$ cat src/rtl/frame_wr_feeder.sv
// Host-pixel write feeder: a small FIFO toward the SDRAM controller plus write-address generation.
// Optional FRAME_WR_FEEDER_PAGE_FLIP_EN: flip page_set bit 0 on every frame wrap (double buffering).
module frame_wr_feeder #(
    parameter int DEPTH = 8,
    parameter int H_ACT = 800,
    parameter int V_ACT = 480
) (
    input  logic        clk,
    input  logic        rst,
    input  logic [15:0] px_data,
    input  logic        px_valid,
    output logic        px_ready,
    input  logic        frame_start,
    input  logic [2:0]  page_sel,
    output logic [2:0]  page_set,
    output logic [8:0]  row_add_user,
    output logic [9:0]  col_add_user,
    output logic        FIFO_full,
    output logic [15:0] FIFO_out,
    input  logic        startup_inc,
    input  logic        FIFO_RD_req,
    output logic        frame_done,
    output logic        underflow
);

    localparam int AW = $clog2(DEPTH);
    localparam int CW = AW + 1;

    logic [CW-1:0] count;
    logic [AW-1:0] wr_ptr;
    logic [AW-1:0] rd_ptr;
    logic [15:0]   mem [DEPTH];

    logic push;
    logic pop;
    logic col_last;
    logic row_last;
    logic wrap;

    assign px_ready  = (count < CW'(DEPTH));
    assign FIFO_full = (count != '0);
    assign FIFO_out  = mem[rd_ptr];

    // frame_start flushes the FIFO, so it masks any coincident push or pop
    assign push = px_valid & px_ready & ~frame_start;
    assign pop  = FIFO_RD_req & FIFO_full & ~frame_start;

    assign col_last = (col_add_user == 10'(H_ACT - 1));
    assign row_last = (row_add_user == 9'(V_ACT - 1));
    assign wrap     = startup_inc & col_last & row_last & ~frame_start;

    always_ff @(posedge clk or negedge rst) begin
        if (!rst) begin
            count     <= '0;
            wr_ptr    <= '0;
            rd_ptr    <= '0;
            underflow <= 1'b0;
        end else if (frame_start) begin
            count  <= '0;
            wr_ptr <= '0;
            rd_ptr <= '0;
        end else begin
            if (push) wr_ptr <= wr_ptr + 1'b1;
            if (pop)  rd_ptr <= rd_ptr + 1'b1;
            case ({push, pop})
                2'b10:   count <= count + 1'b1;
                2'b01:   count <= count - 1'b1;
                default: count <= count;
            endcase
            if (FIFO_RD_req && !FIFO_full) underflow <= 1'b1;
        end
    end

    // storage is deliberately left unreset
    always_ff @(posedge clk) begin
        if (push) mem[wr_ptr] <= px_data;
    end

    always_ff @(posedge clk or negedge rst) begin
        if (!rst) begin
            col_add_user <= '0;
            row_add_user <= '0;
        end else if (frame_start) begin
            col_add_user <= '0;
            row_add_user <= '0;
        end else if (startup_inc) begin
            if (col_last) begin
                col_add_user <= '0;
                row_add_user <= row_last ? 9'd0 : row_add_user + 1'b1;
            end else begin
                col_add_user <= col_add_user + 1'b1;
            end
        end
    end

    always_ff @(posedge clk or negedge rst) begin
        if (!rst) begin
            frame_done <= 1'b0;
            page_set   <= '0;
        end else begin
            frame_done <= wrap;
            if (frame_start) begin
                page_set <= page_sel;
            end
`ifdef FRAME_WR_FEEDER_PAGE_FLIP_EN
            else if (wrap) begin
                page_set <= page_set ^ 3'b001;
            end
`endif
        end
    end

endmodule

$ cat config.mk
export PLATFORM = sky130hd
export DESIGN_NAME = frame_wr_feeder
export DESIGN_NICKNAME = d
export VERILOG_FILES = /design/src/rtl/frame_wr_feeder.sv
export SDC_FILE = /design/constraint.sdc
export NUM_CORES = 1
export LEC_CHECK = 0
export BUFFER_PORTS_ARGS = -buffer_cell sky130_fd_sc_hd__buf_2
export CAP_MARGIN = 40
export CORE_MARGIN = 10
export CORE_UTILIZATION = 40
export DETAILED_ROUTE_END_ITERATION = 16
export PLACE_DENSITY = 0.58
export SYNTH_ARGS = -nofsm -noshare
export SYNTH_HDL_FRONTEND = slang
export SYNTH_SLANG_ARGS = --single-unit
$ cat constraint.sdc
create_clock -name clk -period 2.8 [get_ports clk]
set_input_delay 0.14 -clock clk [delete_from_list [all_inputs] [get_ports clk]]
set_output_delay 0.14 -clock clk [all_outputs]
set_load 0.02 [all_outputs]
==> run_results.csv, run 1 <==
group,metric,value,unit
yosys,syn_inst,391,
floorplan,die_w,150.4,µm
min_path,hold_depth,1,
grt,antenna_found_initial,0,
setup_path,reg2reg_from,"count[1]",
yosys,ys_async_sr_fraction,0.2099,
yosys,ys_top_cells_by_area,"edfxtp_1 (57%), dfrtp_1 (13%), mux4_2 (11%)",
sta,relSlewSlack,0.4847,
sta,hold_viol_final,0,
yosys,synth.most_common_cell,"edfxtp_1",
setup_path,r2r_cells,7,
min_path,hold_end,"mem[3][12]",
pwr,p_leak,2.948,nW
yosys,synth_edf_count,128,
sta,setup_violations,0,
grt,grt_usage,0.1292,
route,routed_wl,13670,µm
yosys,yosysWarnings,0,
clock_network,cts.clk_slew.worst_paths,0.06,ns
floorplan,ios,67,
clock_network,cts_hold_buf,19,
sta,setup_ws,0.5329,ns
finish,final_net_count,526,
route,dr_total_vias,3790,
sta,finalClockSkew,0.007990,ns
setup_path,worstPathRequired,2.66,ns
route,wl_per_cell,18.80,µm
grt,grt_pass1_wl,22490,µm
placement,dp.final_hpwl,8683,µm
yosys,synth_ff_type,"edfxtp_1",
yosys,synth_top_area_frac,0.5653,
yosys,synth_area_per_cell,17.39,µm²
yosys,yosysSeqAreaShare,0.6905,
finish,syn_to_final_growth,20.21,%
yosys,netlist_area,0.006799,mm²
floorplan,initial_utilization,0.4085,
finish,drive_gt1_frac,0.3471,
route,drc,0,
clock_network,cts_setup_buffers,0,
grt,grt_pass1_vias,4049,
floorplan,die-height,150.4,µm
setup_path,end_kind,"primary output",
sta,finalCritPeriodShare,0.8097,
pwr,p_per_area,731.9,mW/mm²
clock_network,clk_latency,0.41,ns
floorplan,die_area,0.02261,mm²
job,maxCapViolations,0,
clock_network,root_buffer,"clkbuf_16",
yosys,ys_seq_elements,162,
yosys,synthTopCellsByCount,"edfxtp_1 (128), dfrtp_1 (34), mux4_2 (32)",
pwr,peakVddDrop,0.4843,mV
grt,grt_max_degree,35,
route,vias_per_cell,5.213,
sta,period_needed,2.267,ns
placement,portBuffers,66,
setup_path,arrival,2.13,ns
setup_path,crit_type,"reg -> out",
placement,gp_congestion,0.8361,
setup_path,cp-start-kind,"flip-flop",
yosys,synth.distinct_cells,56,
setup_path,crit_fanout,18,
min_path,worstHoldStart,"px_data[12]",
clock_network,clockBufferDepth,2,
setup_path,r2r_slack,0.54,ns
clock_network,tritoncts,"yes",
route,first_pass_iters,4,
sta,rsz0062_at_grt,"no",
yosys,synth_top_area_cell,"edfxtp_1",
grt,grt-ovfl-total,0,
placement,pre_cts_ws,0.5742,ns
sta,worst_slew_pin_slew,0.7730,ns
finish,num_antenna_cells,0,
sta,fin_setup_tns,0,ns
clock_network,clkSinkCount,162,
finish,num-fill-cells,1434,
floorplan,num_rows,47,
clock_network,cts_inserted_buffers,17,
run_status,outcome,"finished clean",
yosys,synth_nets,422,
sta,fmax,441.1,MHz
clock_network,htreeDepth,4,
floorplan,coreArea,0.01664,mm²
clock_network,cts_resized,0,
route,ant_nets,0,
min_path,hold_path.class,"in -> reg",
sta,maxSlewViolCount,0,
setup_path,r2r-end,"count[3]",
route,drt-initial-drc-count,207,
==> flip-flops by register name, summed over array words and instances, names as in the netlist <==
register	count
row_add_user	9
page_set	3
underflow	1
frame_done	1
mem	128
wr_ptr	3
count	4
rd_ptr	3
col_add_user	10
==> area by class of cell <==
| cell class | count | area [µm²] | area share |
|---|---|---|---|
| multi-input combinational | 205 | 1968 | 0.2408 |
| tap | 220 | 275.3 | 0.03368 |
| inverter | 6 | 22.52 | 0.002756 |
| timing repair buffer | 103 | 655.6 | 0.08022 |
| clock inverter | 14 | 130.1 | 0.01592 |
| sequential | 162 | 4696 | 0.5746 |
| clock buffer | 17 | 425.4 | 0.05205 |
==> per-stage QoR <==
| stage | util | hold slack [ns] | cells | area, µm² | power [mW] |
|---|---|---|---|---|---|
| after global placement | 0.4463 | 0.2652 | 677 | 7427 | 3.840 |
| after detailed placement | 0.4463 | 0.2686 | 677 | 7427 | 3.861 |
| after floorplan | - | -0.1556 | 391 | 6799 | 3.579 |
| after CTS | 0.4911 | 0.005120 | 727 | 8173 | 6.066 |
| final | 0.4911 | 0.02095 | 727 | 8173 | 5.982 |
| after global routing | 0.4911 | 0.01024 | 727 | 8173 | 6.269 |
==> worst max-delay path, stage by stage (launching register included) <==
cell and delay, ns:
dfrtp_2 0.35, buf_4 0.34, mux4_2 0.56, mux2_2 0.28, buf_2 0.16
==> how the worst max path moves through the flow <==
| stage | start | to | depth (start not counted) |
|---|---|---|---|
| CTS | rd_ptr[0] | FIFO_out[11] | 4 |
| floorplan | count[3] | mem[0][0] | 4 |
| detailed placement | count[1] | count[3] | 7 |
| global route | rd_ptr[0] | FIFO_out[5] | 4 |
| finish | rd_ptr[0] | FIFO_out[11] | 4 |
| global placement | count[1] | count[3] | 7 |
==> cells by family after synthesis <==
group           synth area share
flops                     0.6905
simple gates             0.07748
mux                       0.1404
compound gates           0.03699
buf+inv                  0.02153
xor+xnor                 0.02208
fa+ha+maj                0.01104
==> power by group <==
group | internal, mW | switching [mW]
sequential | 2.69 | 0.0685
clock | 1.23 | 0.945
combinational | 0.488 | 0.560
==> layout by cell type, fill, tap and decap left out, types with 4 or more instances in the layout <==
master           n
nor2_1          28
dfrtp_1         33
clkbuf_16       17
edfxtp_1       128
nand2_1         17
nor2b_1          5
xor2_1           6
xnor2_1          8
dlygate4sd3_1   19
inv_1            6
nand3_1          8
a21oi_1          6
buf_4           18
buf_2           66
nand2b_1         9
mux4_2          32
ha_1             6
and3_1           4
mux2_2          19
==> routing by layer <==
| metal | share of wire | GRT usage | wire, µm |
|---|---|---|---|
| met5 | 0 | 0 | 0 |
| met4 | 0.015 | 0.05102 | 201 |
| met3 | 0.045 | 0.03601 | 617 |
| met2 | 0.51 | 0.2119 | 7014 |
| met1 | 0.43 | 0.1584 | 5836 |
No activity file was read; power rests on OpenSTA's default activity.
==> run 2, diff against run 1 <==
PLACE_DENSITY = 0.56   (was 0.58)
clock period = 2.23 ns   (was 2.8 ns; I/O delays follow)
==> run_results.csv, run 2 (synthesis results as in run 1) <==
group,metric,value,unit
run_status,outcome,"finished clean",
route,routed_wl,13740,µm
route,wl_per_cell,18.80,µm
finish,num-fill-cells,1408,
job,maxCapViolations,0,
pwr,p_per_area,946.0,mW/mm²
setup_path,crit_type,"reg -> out",
finish,final_net_count,529,
grt,grt_pass1_wl,22110,µm
grt,grt_pass1_vias,3906,
floorplan,initial_utilization,0.4085,
finish,regArea,0.004696,mm²
finish,fin_cells,731,
clock_network,clk_latency,0.43,ns
route,dr_total_vias,3788,
floorplan,die_area,0.02261,mm²
placement,dp.final_hpwl,8641,µm
sta,fmax,470.4,MHz
route,drt-initial-drc-count,291,
sta,worst_slew_pin_slew,0.8107,ns
sta,hold_viol_final,0,
sta,period_needed,2.126,ns
floorplan,coreArea,0.01664,mm²
grt,grt_max_degree,35,
floorplan,die_w,150.4,µm
sta,fin_setup_tns,0,ns
clock_network,clkSinkCount,162,
setup_path,end_kind,"primary output",
route,vias_per_cell,5.182,
sta,finalCritPeriodShare,0.9532,
pwr,power,7.918,mW
placement,gp_congestion,0.8206,
setup_path,crit_fanout,9,
floorplan,num_rows,47,
grt,grt_usage,0.1287,
route,drc,0,
clock_network,tritoncts,"yes",
finish,multi_input_comb_area,0.001977,mm²
sta,setup_violations,0,
pwr,p_leak,3.021,nW
pwr,peakVddDrop,0.6202,mV
placement,dpl.cell_count,678,
setup_path,cp-start-kind,"flip-flop",
clock_network,cts.clk_slew.worst_paths,0.06,ns
sta,relSlewSlack,0.4595,
grt,grt-ovfl-total,0,
sta,maxSlewViolCount,0,
finish,regMostFlops,"mem",
sta,finalClockSkew,0.01679,ns
min_path,hold_path.class,"in -> reg",
finish,layout_commonest_cell,"edfxtp_1",
finish,reg_top3,"mem (128), col_add_user (10), row_add_user (9)",
grt,antenna_found_initial,0,
clock_network,htreeDepth,4,
finish,num_antenna_cells,0,
route,first_pass_iters,4,
floorplan,die-height,150.4,µm
clock_network,clockBufferDepth,2,
clock_network,cts_inserted_buffers,17,
floorplan,ios,67,
route,ant_nets,0,
setup_path,arrival,2.01,ns
placement,pre_cts_ws,0.06858,ns
finish,drive_gt1_frac,0.3562,
finish,syn_to_final_growth,23.10,%
clock_network,root_buffer,"clkbuf_16",
finish,layout_common_cells,"edfxtp_1 (128), buf_2 (66), dfrtp_1 (33)",
finish,largest_register_ffs,128,
setup_path,worstPathRequired,2.12,ns
sta,setup_ws,0.1043,ns
placement,portBuffers,66,
[run 2: area by class of cell]
class,count,area share
clock buffer,18,0.05128
clock inverter,14,0.02362
inverter,6,0.002691
multi-input combinational,205,0.2362
sequential,162,0.5611
tap,220,0.03289
timing repair buffer,106,0.09224
[run 2: metal layers]
metal,GRT usage,up-vias,wire (µm)
li1,-,1765,-
met3,0.03511,9,533
met1,0.1608,1942,5956
met4,0.04665,0,109
met5,0,-,0
met2,0.2101,72,7144
[run 2: metrics by stage]
step	util	area, µm²	hold slack, ns
global route	0.5029	8369	0.04553
finish	0.5029	8369	0.05194
global placement	0.4520	7522	0.2447
detailed placement	0.4520	7522	0.2538
CTS	0.5019	8353	0.02893
floorplan	-	6809	-0.1841
[run 2: critical path, cell delays in order, from the launching register on]
cell	delay, ns
dfrtp_2	0.44
buf_6	0.20
mux4_2	0.52
mux2_2	0.28
buf_2	0.16
[run 2: path summary, 6_finish.rpt]
| kind | start | end | slack [ns] | cells past startpoint |
|---|---|---|---|---|
| min in group asynchronous | rst | col_add_user[7] | 0.30 | 2 |
| max in group asynchronous | rst | rd_ptr[0] | 1.34 | 2 |
| min | frame_start | rd_ptr[0] | 0.05 | 2 |
| max | rd_ptr[0] | FIFO_out[4] | 0.10 | 4 |
| max reg2reg | count[3] | count[3] | 0.16 | 7 |
| min reg2reg | underflow | underflow | 0.46 | 1 |
[run 2: timing repair]
| item | in CTS | in global routing |
|---|---|---|
| hold buffers | 20 | 0 |
| gates resized for setup | 1 | 2 |
| pin swaps | 0 | 0 |
| setup endpoints to repair | 5 | 11 |
| setup buffers | 0 | 1 |
| hold endpoints to repair | 165 | 0 |
[run 2: where the power goes]
group / switching (mW) / leakage (nW) / internal (mW)
combinational: 0.734 / 1.11 / 0.694
sequential: 0.0742 / 1.61 / 3.38
clock: 1.23 / 0.302 / 1.81
total: 2.04 / 3.02 / 5.88
==> run 3, diff against run 2 <==
BUFFER_PORTS_ARGS = unset   (was -buffer_cell sky130_fd_sc_hd__buf_2)
DONT_BUFFER_PORTS = 1   (was unset)
PLACE_DENSITY = 0.52   (was 0.56)
SETUP_SLACK_MARGIN = 0.4   (was unset)
==> run_results.csv, run 3 (synthesis results as in run 1) <==
group,metric,value,unit
floorplan,die_area,0.02261,mm²
grt,antenna_found_initial,1,
job,maxCapViolations,0,
clock_network,cts_inserted_buffers,17,
route,dr_total_vias,3701,
placement,dp.final_hpwl,8759,µm
floorplan,num_rows,47,
grt,grt-ovfl-total,0,
pwr,peakVddDrop,0.5433,mV
finish,layout_common_cells,"edfxtp_1 (128), mux4_2 (32), buf_4 (32)",
setup_path,end_kind,"primary output",
sta,fin_setup_tns,0,ns
sta,period_needed,2.100,ns
setup_path,arrival,1.99,ns
min_path,hold_path.class,"in -> reg",
finish,regMostFlops,"mem",
setup_path,crit_type,"reg -> out",
setup_path,cp-start-kind,"flip-flop",
sta,hold_viol_final,0,
route,drc,0,
setup_path,worstPathRequired,2.12,ns
route,vias_per_cell,5.302,
clock_network,tritoncts,"yes",
grt,grt_pass1_wl,23590,µm
placement,portBuffers,0,
floorplan,initial_utilization,0.4085,
route,wl_per_cell,21.30,µm
pwr,p_per_area,955.3,mW/mm²
finish,final_net_count,495,
finish,drive_gt1_frac,0.3333,
finish,largest_register_ffs,128,
clock_network,clkSinkCount,162,
clock_network,clockBufferDepth,2,
placement,gp_congestion,0.7613,
grt,grt_usage,0.1398,
finish,syn_to_final_growth,24.68,%
placement,postPlaceCellArea,0.007226,mm²
placement,pre_cts_ws,0.07695,ns
sta,setup_violations,0,
route,ant_nets,0,
sta,finalCritPeriodShare,0.9415,
setup_path,crit_fanout,8,
sta,setup_ws,0.1305,ns
grt,grt_max_degree,35,
finish,num-fill-cells,1368,
route,drt-initial-drc-count,187,
sta,fmax,476.3,MHz
sta,rsz0062_at_grt,"yes",
floorplan,ios,67,
sta,maxSlewViolCount,0,
finish,reg_top3,"mem (128), col_add_user (10), row_add_user (9)",
sta,finalClockSkew,0.006451,ns
route,routed_wl,14860,µm
clock_network,htreeDepth,4,
sta,relSlewSlack,0.4552,
floorplan,die_w,150.4,µm
sta,worst_slew_pin_slew,0.8146,ns
finish,finish.instance_area,0.008477,mm²
route,first_pass_iters,4,
clock_network,cts.clk_slew.worst_paths,0.06,ns
clock_network,root_buffer,"clkbuf_16",
floorplan,die-height,150.4,µm
floorplan,coreArea,0.01664,mm²
finish,layout_commonest_cell,"edfxtp_1",
clock_network,clk_latency,0.43,ns
run_status,outcome,"finished clean",
pwr,p_leak,2.955,nW
grt,grt_pass1_vias,4065,
run 3: changes by cell type in the layout (fill, tap and decap cells not counted), moves of 4 or more:
cell / before / now
buf_4: 12 / 32
dfrtp_2: 1 / 6
nor2_1: 28 / 24
dlygate4sd3_1: 20 / 29
mux2_4: 0 / 16
dfrtp_1: 33 / 28
nor2_2: 1 / 5
buf_2: 66 / 0
mux2_2: 19 / 3
run 3: final timing paths:
kind / cells after the start / from / endpoint / slack [ns]
max: 4 / rd_ptr[0] / FIFO_out[6] / 0.13
min: 2 / px_valid / count[3] / 0.04
max reg2reg: 7 / count[0] / count[3] / 0.27
min reg2reg: 2 / rd_ptr[1] / rd_ptr[1] / 0.57
max in group asynchronous: 2 / rst / count[2] / 1.89
min in group asynchronous: 2 / rst / row_add_user[1] / 0.13
run 3: cell type report:
cell class / instances / area (µm²) / share of cell area
diodes: 1 / 2.502 / 0.0002952
clock buffers: 18 / 429.2 / 0.05063
clock inverters: 14 / 176.4 / 0.02081
inverters: 6 / 22.52 / 0.002657
multi-input cells: 205 / 2131 / 0.2514
flip-flops and latches: 162 / 4702 / 0.5547
well taps: 220 / 275.3 / 0.03247
repair buffers: 72 / 738.2 / 0.08708
run 3: critical path: stages, from the launching register on:
cell and delay [ns]:
dfrtp_2 0.43, buf_4 0.16, buf_16 0.15, mux4_2 0.50, mux2_4 0.33
run 3: power breakdown:
group / internal (mW) / leakage (nW) / total, mW / switching (mW)
Sequential: 3.38 / 1.60 / 3.47 / 0.0886
Combinational: 0.851 / 1.05 / 1.67 / 0.814
Clock: 1.78 / 0.299 / 2.96 / 1.19
run 3: metrics by stage:
step	instances	util	power, mW	hold WS [ns]
floorplan	391	-	4.526	-0.1841
global placement	620	0.4342	4.756	-0.1829
detailed placement	620	0.4342	4.768	-0.1830
CTS	692	0.5028	8.110	0.02192
global route	698	0.5094	8.450	0.05151
finish	698	0.5094	8.098	0.03916
run 3: timing repair:
item / in CTS / in global routing
endpoints found under the hold margin: 191 / 6
hold buffers: 30 / 1
buffers inserted: 6 / 4
pin swaps: 2 / 6
gates resized for setup: 25 / 16
gates cloned: 4 / 0
endpoints found under the setup margin: 33 / 95
run 3: layer usage:
metal,wire length [µm],GRT usage
met5,0,0
met4,231,0.04956
met3,795,0.04232
met2,7312,0.2264
met1,6525,0.1740
